`src/rtl/alu_ctl_pkg.sv`:
```
// alu_ctl_pkg: shared constants for the ALU control stage.
//   - 7-bit ALU op / branch-condition codes (base and M extension)
//   - RV32 major opcodes and the funct7 values the decoder distinguishes
//   - FSM state enum for the output register of alu_ctl_pipe
//   - base_op(): funct3 -> ALU op for the register/immediate ALU forms
package alu_ctl_pkg;

  // Base ALU ops
  localparam logic [6:0] OP_AND   = 7'b0000000;
  localparam logic [6:0] OP_OR    = 7'b0000001;
  localparam logic [6:0] OP_ADD   = 7'b0000010;
  localparam logic [6:0] OP_SRL   = 7'b0000011;
  localparam logic [6:0] OP_SRA   = 7'b0000100;
  localparam logic [6:0] OP_SLL   = 7'b0000101;
  localparam logic [6:0] OP_SUB   = 7'b0000110;
  localparam logic [6:0] OP_SLT   = 7'b0000111;
  localparam logic [6:0] OP_XOR   = 7'b0001000;
  localparam logic [6:0] OP_CSRRW = 7'b0001001;
  localparam logic [6:0] OP_CSRRS = 7'b0001010;
  localparam logic [6:0] OP_CSRRC = 7'b0001011;
  localparam logic [6:0] OP_NOP   = 7'b0001111;

  // Branches: condition in [6:4], SUB low nibble in [3:0]
  localparam logic [6:0] OP_BEQ   = 7'b0010110;
  localparam logic [6:0] OP_BNE   = 7'b0100110;
  localparam logic [6:0] OP_BLT   = 7'b0110110;
  localparam logic [6:0] OP_BGE   = 7'b1000110;
  localparam logic [6:0] OP_BLTU  = 7'b1010110;
  localparam logic [6:0] OP_BGEU  = 7'b1100110;

  // M extension: condition 111, bit 3 clear, funct3 in [2:0]
  localparam logic [2:0] COND_M   = 3'b111;

  // RV32 major opcodes
  localparam logic [6:0] OPC_LUI    = 7'b0110111;
  localparam logic [6:0] OPC_AUIPC  = 7'b0010111;
  localparam logic [6:0] OPC_JAL    = 7'b1101111;
  localparam logic [6:0] OPC_JALR   = 7'b1100111;
  localparam logic [6:0] OPC_BRANCH = 7'b1100011;
  localparam logic [6:0] OPC_LOAD   = 7'b0000011;
  localparam logic [6:0] OPC_STORE  = 7'b0100011;
  localparam logic [6:0] OPC_OP_IMM = 7'b0010011;
  localparam logic [6:0] OPC_OP     = 7'b0110011;
  localparam logic [6:0] OPC_SYSTEM = 7'b1110011;

  // funct7 values
  localparam logic [6:0] F7_BASE   = 7'b0000000;
  localparam logic [6:0] F7_ALT    = 7'b0100000;
  localparam logic [6:0] F7_MULDIV = 7'b0000001;

  typedef enum logic [1:0] {
    ST_EMPTY = 2'd0,
    ST_HOLD  = 2'd1,
    ST_WAIT  = 2'd2
  } state_e;

  // The op set has no unsigned-compare code, so SLTU/SLTIU share SLT.
  function automatic logic [6:0] base_op(input logic [2:0] f3);
    logic [6:0] op;
    case (f3)
      3'b000:  op = OP_ADD;
      3'b001:  op = OP_SLL;
      3'b010:  op = OP_SLT;
      3'b011:  op = OP_SLT;
      3'b100:  op = OP_XOR;
      3'b101:  op = OP_SRL;
      3'b110:  op = OP_OR;
      default: op = OP_AND;
    endcase
    return op;
  endfunction

endpackage

```
`src/rtl/alu_ctl_decode.sv`:
```
// alu_ctl_decode: purely combinational RV32 opcode/funct3/funct7 to ALU
// control decode.
//   opcode_i, funct3_i, funct7_i : instruction fields
//   ctl_o      : 7-bit ALU control word (NOP when illegal)
//   illegal_o  : encoding is not a legal instruction for this core
//   multi_o    : op is an M-extension multi-cycle op
//   lat_div_o  : latency select for multi-cycle ops (1 = DIV/REM, 0 = MUL)
module alu_ctl_decode
  import alu_ctl_pkg::*;
#(
  parameter int unsigned ENABLE_M = 1
) (
  input  logic [6:0] opcode_i,
  input  logic [2:0] funct3_i,
  input  logic [6:0] funct7_i,
  output logic [6:0] ctl_o,
  output logic       illegal_o,
  output logic       multi_o,
  output logic       lat_div_o
);

  always_comb begin
    ctl_o     = OP_NOP;
    illegal_o = 1'b0;
    multi_o   = 1'b0;
    lat_div_o = 1'b0;

    case (opcode_i)
      OPC_LUI, OPC_AUIPC: ctl_o = OP_ADD;

      OPC_JAL, OPC_JALR: ctl_o = OP_NOP;

      OPC_LOAD: begin
        case (funct3_i)
          3'b000, 3'b001, 3'b010, 3'b100, 3'b101: ctl_o = OP_ADD;
          default: illegal_o = 1'b1;
        endcase
      end

      OPC_STORE: begin
        case (funct3_i)
          3'b000, 3'b001, 3'b010: ctl_o = OP_ADD;
          default: illegal_o = 1'b1;
        endcase
      end

      OPC_BRANCH: begin
        case (funct3_i)
          3'b000:  ctl_o = OP_BEQ;
          3'b001:  ctl_o = OP_BNE;
          3'b100:  ctl_o = OP_BLT;
          3'b101:  ctl_o = OP_BGE;
          3'b110:  ctl_o = OP_BLTU;
          3'b111:  ctl_o = OP_BGEU;
          default: illegal_o = 1'b1;
        endcase
      end

      OPC_OP_IMM: begin
        case (funct3_i)
          3'b001: begin
            if (funct7_i == F7_BASE) ctl_o = OP_SLL;
            else                     illegal_o = 1'b1;
          end
          3'b101: begin
            if (funct7_i == F7_BASE)     ctl_o = OP_SRL;
            else if (funct7_i == F7_ALT) ctl_o = OP_SRA;
            else                         illegal_o = 1'b1;
          end
          default: ctl_o = base_op(funct3_i);
        endcase
      end

      OPC_OP: begin
        case (funct7_i)
          F7_BASE: ctl_o = base_op(funct3_i);
          F7_ALT: begin
            if (funct3_i == 3'b000)      ctl_o = OP_SUB;
            else if (funct3_i == 3'b101) ctl_o = OP_SRA;
            else                         illegal_o = 1'b1;
          end
          F7_MULDIV: begin
            if (ENABLE_M != 0) begin
              ctl_o     = {COND_M, 1'b0, funct3_i};
              multi_o   = 1'b1;
              lat_div_o = funct3_i[2];
            end else begin
              illegal_o = 1'b1;
            end
          end
          default: illegal_o = 1'b1;
        endcase
      end

      OPC_SYSTEM: begin
        if (funct3_i == 3'b000) begin
          ctl_o = OP_NOP;
        end else if (funct3_i == 3'b100) begin
          illegal_o = 1'b1;
        end else begin
          case (funct3_i[1:0])
            2'b01:   ctl_o = OP_CSRRW;
            2'b10:   ctl_o = OP_CSRRS;
            default: ctl_o = OP_CSRRC;
          endcase
        end
      end

      default: illegal_o = 1'b1;
    endcase

    if (illegal_o) ctl_o = OP_NOP;
  end

endmodule

```
`src/rtl/alu_ctl_pipe.sv`:
```
// alu_ctl_pipe: registered, handshaked ALU control stage between decode and
// the ALU. Decodes the instruction into a control word, holds it in a
// one-entry output register and times multi-cycle M ops with a counter.
//   clk, rst          : clock, synchronous active-high reset
//   flush             : drop held / in-flight op
//   in_valid/in_ready : input handshake from decode
//   opcode/funct3/funct7 : instruction fields
//   out_valid/out_ready  : output handshake to the ALU
//   alu_ctl           : registered control word (bits above [6] are 0)
//   busy              : multi-cycle op counting down
//   illegal           : held op was an illegal encoding
module alu_ctl_pipe
  import alu_ctl_pkg::*;
#(
  parameter int unsigned CTL_W      = 7,
  parameter int unsigned ENABLE_M   = 1,
  parameter int unsigned MUL_CYCLES = 2,
  parameter int unsigned DIV_CYCLES = 33
) (
  input  logic             clk,
  input  logic             rst,
  input  logic             flush,
  input  logic             in_valid,
  output logic             in_ready,
  input  logic [6:0]       opcode,
  input  logic [2:0]       funct3,
  input  logic [6:0]       funct7,
  output logic             out_valid,
  input  logic             out_ready,
  output logic [CTL_W-1:0] alu_ctl,
  output logic             busy,
  output logic             illegal
);

  localparam int unsigned MAX_LAT = (MUL_CYCLES > DIV_CYCLES) ? MUL_CYCLES : DIV_CYCLES;
  localparam int unsigned CNT_W   = $clog2(MAX_LAT + 1);

  // Counter preload is L-1; zero means the op completes in one cycle.
  localparam logic [CNT_W-1:0] MUL_LOAD = CNT_W'(MUL_CYCLES - 1);
  localparam logic [CNT_W-1:0] DIV_LOAD = CNT_W'(DIV_CYCLES - 1);

  state_e           state_q, state_d;
  logic [CNT_W-1:0] cnt_q, cnt_d;
  logic [6:0]       ctl_q, ctl_d;
  logic             ill_q, ill_d;

  logic [6:0]       dec_ctl;
  logic             dec_ill;
  logic             dec_multi;
  logic             dec_lat_div;
  logic [CNT_W-1:0] lat_load;
  logic             accept;

  alu_ctl_decode #(
    .ENABLE_M (ENABLE_M)
  ) u_decode (
    .opcode_i  (opcode),
    .funct3_i  (funct3),
    .funct7_i  (funct7),
    .ctl_o     (dec_ctl),
    .illegal_o (dec_ill),
    .multi_o   (dec_multi),
    .lat_div_o (dec_lat_div)
  );

  assign lat_load = dec_lat_div ? DIV_LOAD : MUL_LOAD;
  assign accept   = in_valid && in_ready;

  // State register
  always_ff @(posedge clk) begin
    if (rst) begin
      state_q <= ST_EMPTY;
      cnt_q   <= '0;
      ctl_q   <= OP_NOP;
      ill_q   <= 1'b0;
    end else begin
      state_q <= state_d;
      cnt_q   <= cnt_d;
      ctl_q   <= ctl_d;
      ill_q   <= ill_d;
    end
  end

  // Next state
  always_comb begin
    state_d = state_q;
    cnt_d   = cnt_q;
    ctl_d   = ctl_q;
    ill_d   = ill_q;

    if (flush) begin
      state_d = ST_EMPTY;
      cnt_d   = '0;
      ctl_d   = OP_NOP;
      ill_d   = 1'b0;
    end else if (accept) begin
      ctl_d = dec_ctl;
      ill_d = dec_ill;
      if (dec_multi && (lat_load != '0)) begin
        state_d = ST_WAIT;
        cnt_d   = lat_load;
      end else begin
        state_d = ST_HOLD;
        cnt_d   = '0;
      end
    end else begin
      case (state_q)
        ST_WAIT: begin
          // <= 1 rather than == 1 so the counter can never wrap.
          if (cnt_q <= CNT_W'(1)) begin
            state_d = ST_HOLD;
            cnt_d   = '0;
          end else begin
            cnt_d = cnt_q - 1'b1;
          end
        end
        ST_HOLD: begin
          if (out_ready) state_d = ST_EMPTY;
        end
        default: state_d = ST_EMPTY;
      endcase
    end
  end

  // Outputs
  always_comb begin
    in_ready  = !rst && !flush &&
                ((state_q == ST_EMPTY) || ((state_q == ST_HOLD) && out_ready));
    out_valid = (state_q == ST_HOLD);
    busy      = (state_q == ST_WAIT);
    illegal   = ill_q;
    alu_ctl   = '0;
    alu_ctl[6:0] = ctl_q;
  end

endmodule

```
`config.mk`:
```
export PLATFORM = sky130hd
export DESIGN_NAME = alu_ctl_pipe
export DESIGN_NICKNAME = d
export VERILOG_FILES = /design/src/rtl/alu_ctl_pkg.sv /design/src/rtl/alu_ctl_decode.sv /design/src/rtl/alu_ctl_pipe.sv
export SDC_FILE = /design/constraint.sdc
export NUM_CORES = 1
export LEC_CHECK = 0
export BUFFER_PORTS_ARGS = -buffer_cell sky130_fd_sc_hd__buf_2
export CAP_MARGIN = 20
export CORE_MARGIN = 2
export CORE_UTILIZATION = 55
export DETAILED_ROUTE_END_ITERATION = 16
export GPL_TIMING_DRIVEN = 0
export PLACE_DENSITY = 0.87
export SYNTH_ARGS = -nofsm -noshare
export SYNTH_HDL_FRONTEND = slang
export SYNTH_SLANG_ARGS = --single-unit
```
`constraint.sdc`:
```
create_clock -name clk -period 4.7 [get_ports clk]
set_input_delay 0.94 -clock clk [delete_from_list [all_inputs] [get_ports clk]]
set_output_delay 0.94 -clock clk [all_outputs]
set_load 0.01 [all_outputs]
```
# [Word level (Yosys, flattened, before mapping)]
# Index checks and enable logic that the tools add are counted.
# W data, S select, Z words.
[totals] reg_bits=16 latchBits=0 mem_bits_rw=0 romBits=0 inputBits=22 output_inout_bits=11 elab_cells=97 n_memories=0
[classes] addsub=1 n_mul=0 div_mod_pow=0 magnitude_cmp=1 n_eq_ne=25 shifts=0 n_mux=44 bitwise=0 n_reduce_logical=22
[ops] op="$pmux W7 S7" count=1
[ops] op="$pmux W7 S6" count=1
[ops] op="$mux W7" count=5
[ops] op="$mux W6" count=5
[ops] op="$eq A7 B6 Y1 const B" count=4
[ops] op="$eq A7 B7 Y1 const B" count=4
[ops] op="$pmux W4 S6" count=1
[ops] op="$pmux W7 S3" count=1
[ops] op="$mux W4" count=5
[ops] op="$pmux W4 S4" count=1
[ops] op="$eq A7 B5 Y1 const B" count=2
[ops] op="$mux W1" count=14
[ops] op="$pmux W7 S2" count=1
[ops] op="$eq A3 B3 Y1 const B" count=4
[ops] op="$mux W2" count=4
[ops] op="$pmux W2 S2" count=2
[ops] op="$reduce_or A2 Y1" count=4
[ops] op="$eq A7 B1 Y1 const B" count=1
[ops] op="$eq A7 B2 Y1 const B" count=1
[ops] op="$logic_not A7 Y1" count=1
[ops] op="$pmux W1 S7" count=1
[ops] op="$eq A3 B2 Y1 const B" count=2
[ops] op="$le A6 B1 Y1 const B" count=1
[ops] op="$ne A3 B1 Y1 const B" count=2
[ops] op="other kinds (17)" count=25

# [Depth between registers and ports, before layout]
[logic_depth] depth_word=8 ltp_mapped=7 mapped_depth_nobuf=7

# [Cells and area by module]
# From an unflattened synthesis, not the netlist that was laid out.
[unflattened] hier_cells=188 hier_area_um2=1470.2
[by_module_without_submodules] module="alu_ctl_pipe" n_inst=1 cells_each=89 area_each_um2=787.0 seq_area_each_um2=320.3
[by_module_without_submodules] module="alu_ctl_decode" n_inst=1 cells_each=99 area_each_um2=683.2 seq_area_each_um2=0.0

# [Worst setup path after synthesis]
# OpenSTA, ideal clock, no wires.
[synth_path] path_type="input-to-output" start="input flush" end="output in_ready" arrival_ps=1857 t_required_ps=3760 path_slack_ps=1903 cell_stages=4 path_buffers=2 cell_sequence="or2_2 > clkbuf_1 > clkbuf_1 > nor3_1"
[synth_between] elab_chain_cells=3
[synth_lines] element="from (decl)" line="alu_ctl_pipe.sv:22" source="input logic flush,"
[synth_lines] element="$logic_not A1 Y1" line="alu_ctl_pipe.sv:127" source="in_ready = !rst && !flush &&"
[synth_lines] element="$logic_and A1 B1 Y1 (2 in a row)" line="alu_ctl_pipe.sv:127"
[synth_lines] element="to (decl)" line="alu_ctl_pipe.sv:24" source="output logic in_ready,"
# Every way passes these cells.

# [Worst setup path after layout]
# Ends and elaborated chain as after synthesis.

==> flow_metrics.env <==
export IMPL_status="completed"
export IMPL_critPathMaxStageDelay_ps=280
export IMPL_place_area_um2=1560
export IMPL_wl_per_cell_um=13.6
export IMPL_arrival_ps=2110
export IMPL_r2r_start="state_q[0]"
export IMPL_finalMaxSlewViolations=0
export IMPL_cts_hold_buf=0
export IMPL_rr_worst_depth=5
export IMPL_ios=33
export IMPL_min_from="alu_ctl[4]"
export IMPL_r2r_end="alu_ctl[0]"
export IMPL_cts_buffers=3
export IMPL_antenna_left=0
export IMPL_period_share=0.648
export IMPL_cts_resized=0
export IMPL_grt_overflow=0
export IMPL_core_um2=2410
export IMPL_synth_cells=196
export IMPL_cap_violations=0
export IMPL_hold_depth=2
export IMPL_remaining_drc_errors=0
export IMPL_hp_class="reg -> reg"
export IMPL_slowest_stage="or2_2"
export IMPL_ir_worst_vdd_uv=201
export IMPL_clockRootBuffer="clkbuf_4"
export IMPL_ys_ff_latch=16
export IMPL_vias=1611
export IMPL_slew_headroom=0.449
export IMPL_start_util=0.569
export IMPL_port_buffers=30
export IMPL_cts_clk_slew_worst_paths_ps=90
export IMPL_max_freq_mhz=328
export IMPL_dieHeight_um=53.9
export IMPL_fin_crit_ps=3050
export IMPL_cts_tree="built"
export IMPL_wirelength_mm=3.52
export IMPL_synth_nets=220
export IMPL_synth_edf_count=0
export IMPL_h_tree_depth=1
export IMPL_hold_end="alu_ctl[4]"
export IMPL_dieArea_um2=2910
export IMPL_rows=18
export IMPL_grt_pass1_wl_mm=5.80
export IMPL_rsz0062_at_grt="no"
export IMPL_first_pass_iters=5
export IMPL_critPathLaunchType="input pin"
export IMPL_hold_violations=0
export IMPL_worst_pin_slew_ps=815
export IMPL_synth_ff_type="dfxtp_1"
export IMPL_dp_final_hpwl_mm=2.66
export IMPL_clockBufferDepth=2
export IMPL_synth_area_top_cells="dfxtp_1 23%, nor2_1 7.4%, o21ai_0 5.5%"
export IMPL_vias_per_cell=6.22
export IMPL_path_class="in -> out"
export IMPL_async_reset_ff_frac=0
export IMPL_diodes=0
export IMPL_clock_sinks=16
export IMPL_crit_fanout=10
export IMPL_ys_seq_area_frac=0.234
export IMPL_gp_congestion=0.900
export IMPL_grt_util_all_layers=0.270
export IMPL_grt_start_max_net_pins=11
export IMPL_clkLatencyLatePin_ps=290
export IMPL_synth_distinct_cells=49
export IMPL_synth_top_cell_area_share=0.234
export IMPL_cp_end_kind="output pin"
export IMPL_setup_tns_final_ps=0
export IMPL_die_x_um=53.9
export IMPL_skew_ps=8.77
export IMPL_cellPowerDensity_nw_per_um2=171
export IMPL_setup_viol=0
export IMPL_path_cells="buf_2, or2_2, clkbuf_1, clkbuf_1, nor3_1, buf_2"
export IMPL_crit_required_ps=3760
export IMPL_yosysTopAreaCell="dfxtp_1"
export IMPL_p_leak_nw=0.575
export IMPL_syn_avg_cell_area_um2=6.99
export IMPL_stdcell_area_um2=1580
export IMPL_ys_warn_count=0
export IMPL_fin_nets=255
export IMPL_drive_gt1_frac=0.192
export IMPL_syn_area_um2=1370
export IMPL_antenna_found_initial=0
export IMPL_first_global_vias=1362
export IMPL_drtIter0Drc=77
export IMPL_postCtsSetupRepairBufs=0
export IMPL_r2r_slack_ps=2550
export IMPL_area_growth_syn_to_layout_pct=15.3
[worst max-delay path by stage]
stage | start | endpoint | slack, ps | depth (start not counted)
6_report | flush | in_ready | 1650 | 6
5_1_grt | flush | in_ready | 1520 | 6
4_1_cts | flush | in_ready | 1660 | 6
3_5_place_dp | flush | alu_ctl[0] | 1560 | 7
3_3_place_gp | flush | alu_ctl[0] | 1590 | 7
2_1_floorplan | flush | in_ready | 1900 | 4
[state kept, by name, indices dropped and copies added, names as in the netlist]
name,flops
cnt_q,6
state_q,2
illegal,1
alu_ctl,7
[final cells by class]
| type | count | area [µm²] |
|---|---|---|
| plain buffers | 13 | 51.3 |
| clock buffers | 3 | 22.5 |
| fillers | 232 | 830 |
| inverters | 5 | 18.8 |
| multi-input cells | 162 | 980 |
| flip-flops and latches | 16 | 320 |
| well taps | 30 | 37.5 |
| repair buffers | 30 | 150 |
[placed cells by master, fill, tap and decap left out, types with 2 or more instances in the layout]
master	instances
nor3b_1	2
a21oi_1	14
nor2b_1	8
or2_2	4
nand4b_1	3
nand2b_1	4
nand3_1	5
or4_1	2
a21boi_0	2
nor2_1	27
clkbuf_1	11
ha_1	2
o32a_1	4
nand2_1	16
clkbuf_4	3
o211ai_1	2
inv_1	5
nor3_1	12
a311oi_1	2
nor4b_1	2
or3_4	2
o21ai_0	15
nor4_1	2
o311ai_0	2
buf_2	32
dfxtp_1	16
and3b_1	2
a31oi_1	6
[Yosys cell counts, types with 3 or more instances]
cell,count
a21oi_1,14
a31oi_1,6
clkbuf_1,11
dfxtp_1,16
inv_1,5
nand2_1,16
nand2b_1,4
nand3_1,5
nand4b_1,3
nor2_1,27
nor2b_1,8
nor3_1,12
o21ai_0,15
o32a_1,4
or2_2,4
[metrics by stage]
step                      setup slack, ps  total power, W  std cells  utilization  hold WS (ps)
final                                1650        0.000270        259        0.656           459
after global routing                 1520        0.000283        259        0.656           494
after CTS                            1660        0.000270        259        0.656           462
after detailed placement             1560        0.000199        256        0.646           449
after global placement               1590        0.000198        256        0.646           443
after floorplan                      1900        0.000178        196            -           467
[routing by layer]
metal	vias up	wire length (µm)	GRT usage	part of all wire
li1	799	-	-	-
met1	734	1650	0.378	0.47
met2	76	1550	0.431	0.44
met3	2	308	0.0611	0.087
met4	0	10	0.0342	0.0028
met5	-	0	0	0
[critical path: cells and delay by family]
family / cells / cell delay, ps
buf+inv: 4 / 670
simple gates: 2 / 490
[power by group]
group | leakage (nW) | internal (W) | total [W] | switching, W
registers | 0.129 | 0.000136 | 0.000136 | 0.000000230
logic | 0.432 | 0.0000244 | 0.0000615 | 0.0000371
clock network | 0.0138 | 0.0000298 | 0.0000722 | 0.0000424
[kinds of logic (layout without fill, tap and decap cells)]
kind of cell    Yosys count  in the layout  synth area share
flops                    16             16             0.234
compound gates           57             57             0.271
fa+ha+maj                 2              2            0.0183
xor+xnor                  1              1           0.00639
buf+inv                  18             51            0.0511
simple gates            102            102             0.419
Note: power is estimated with default switching activity, not from simulation.
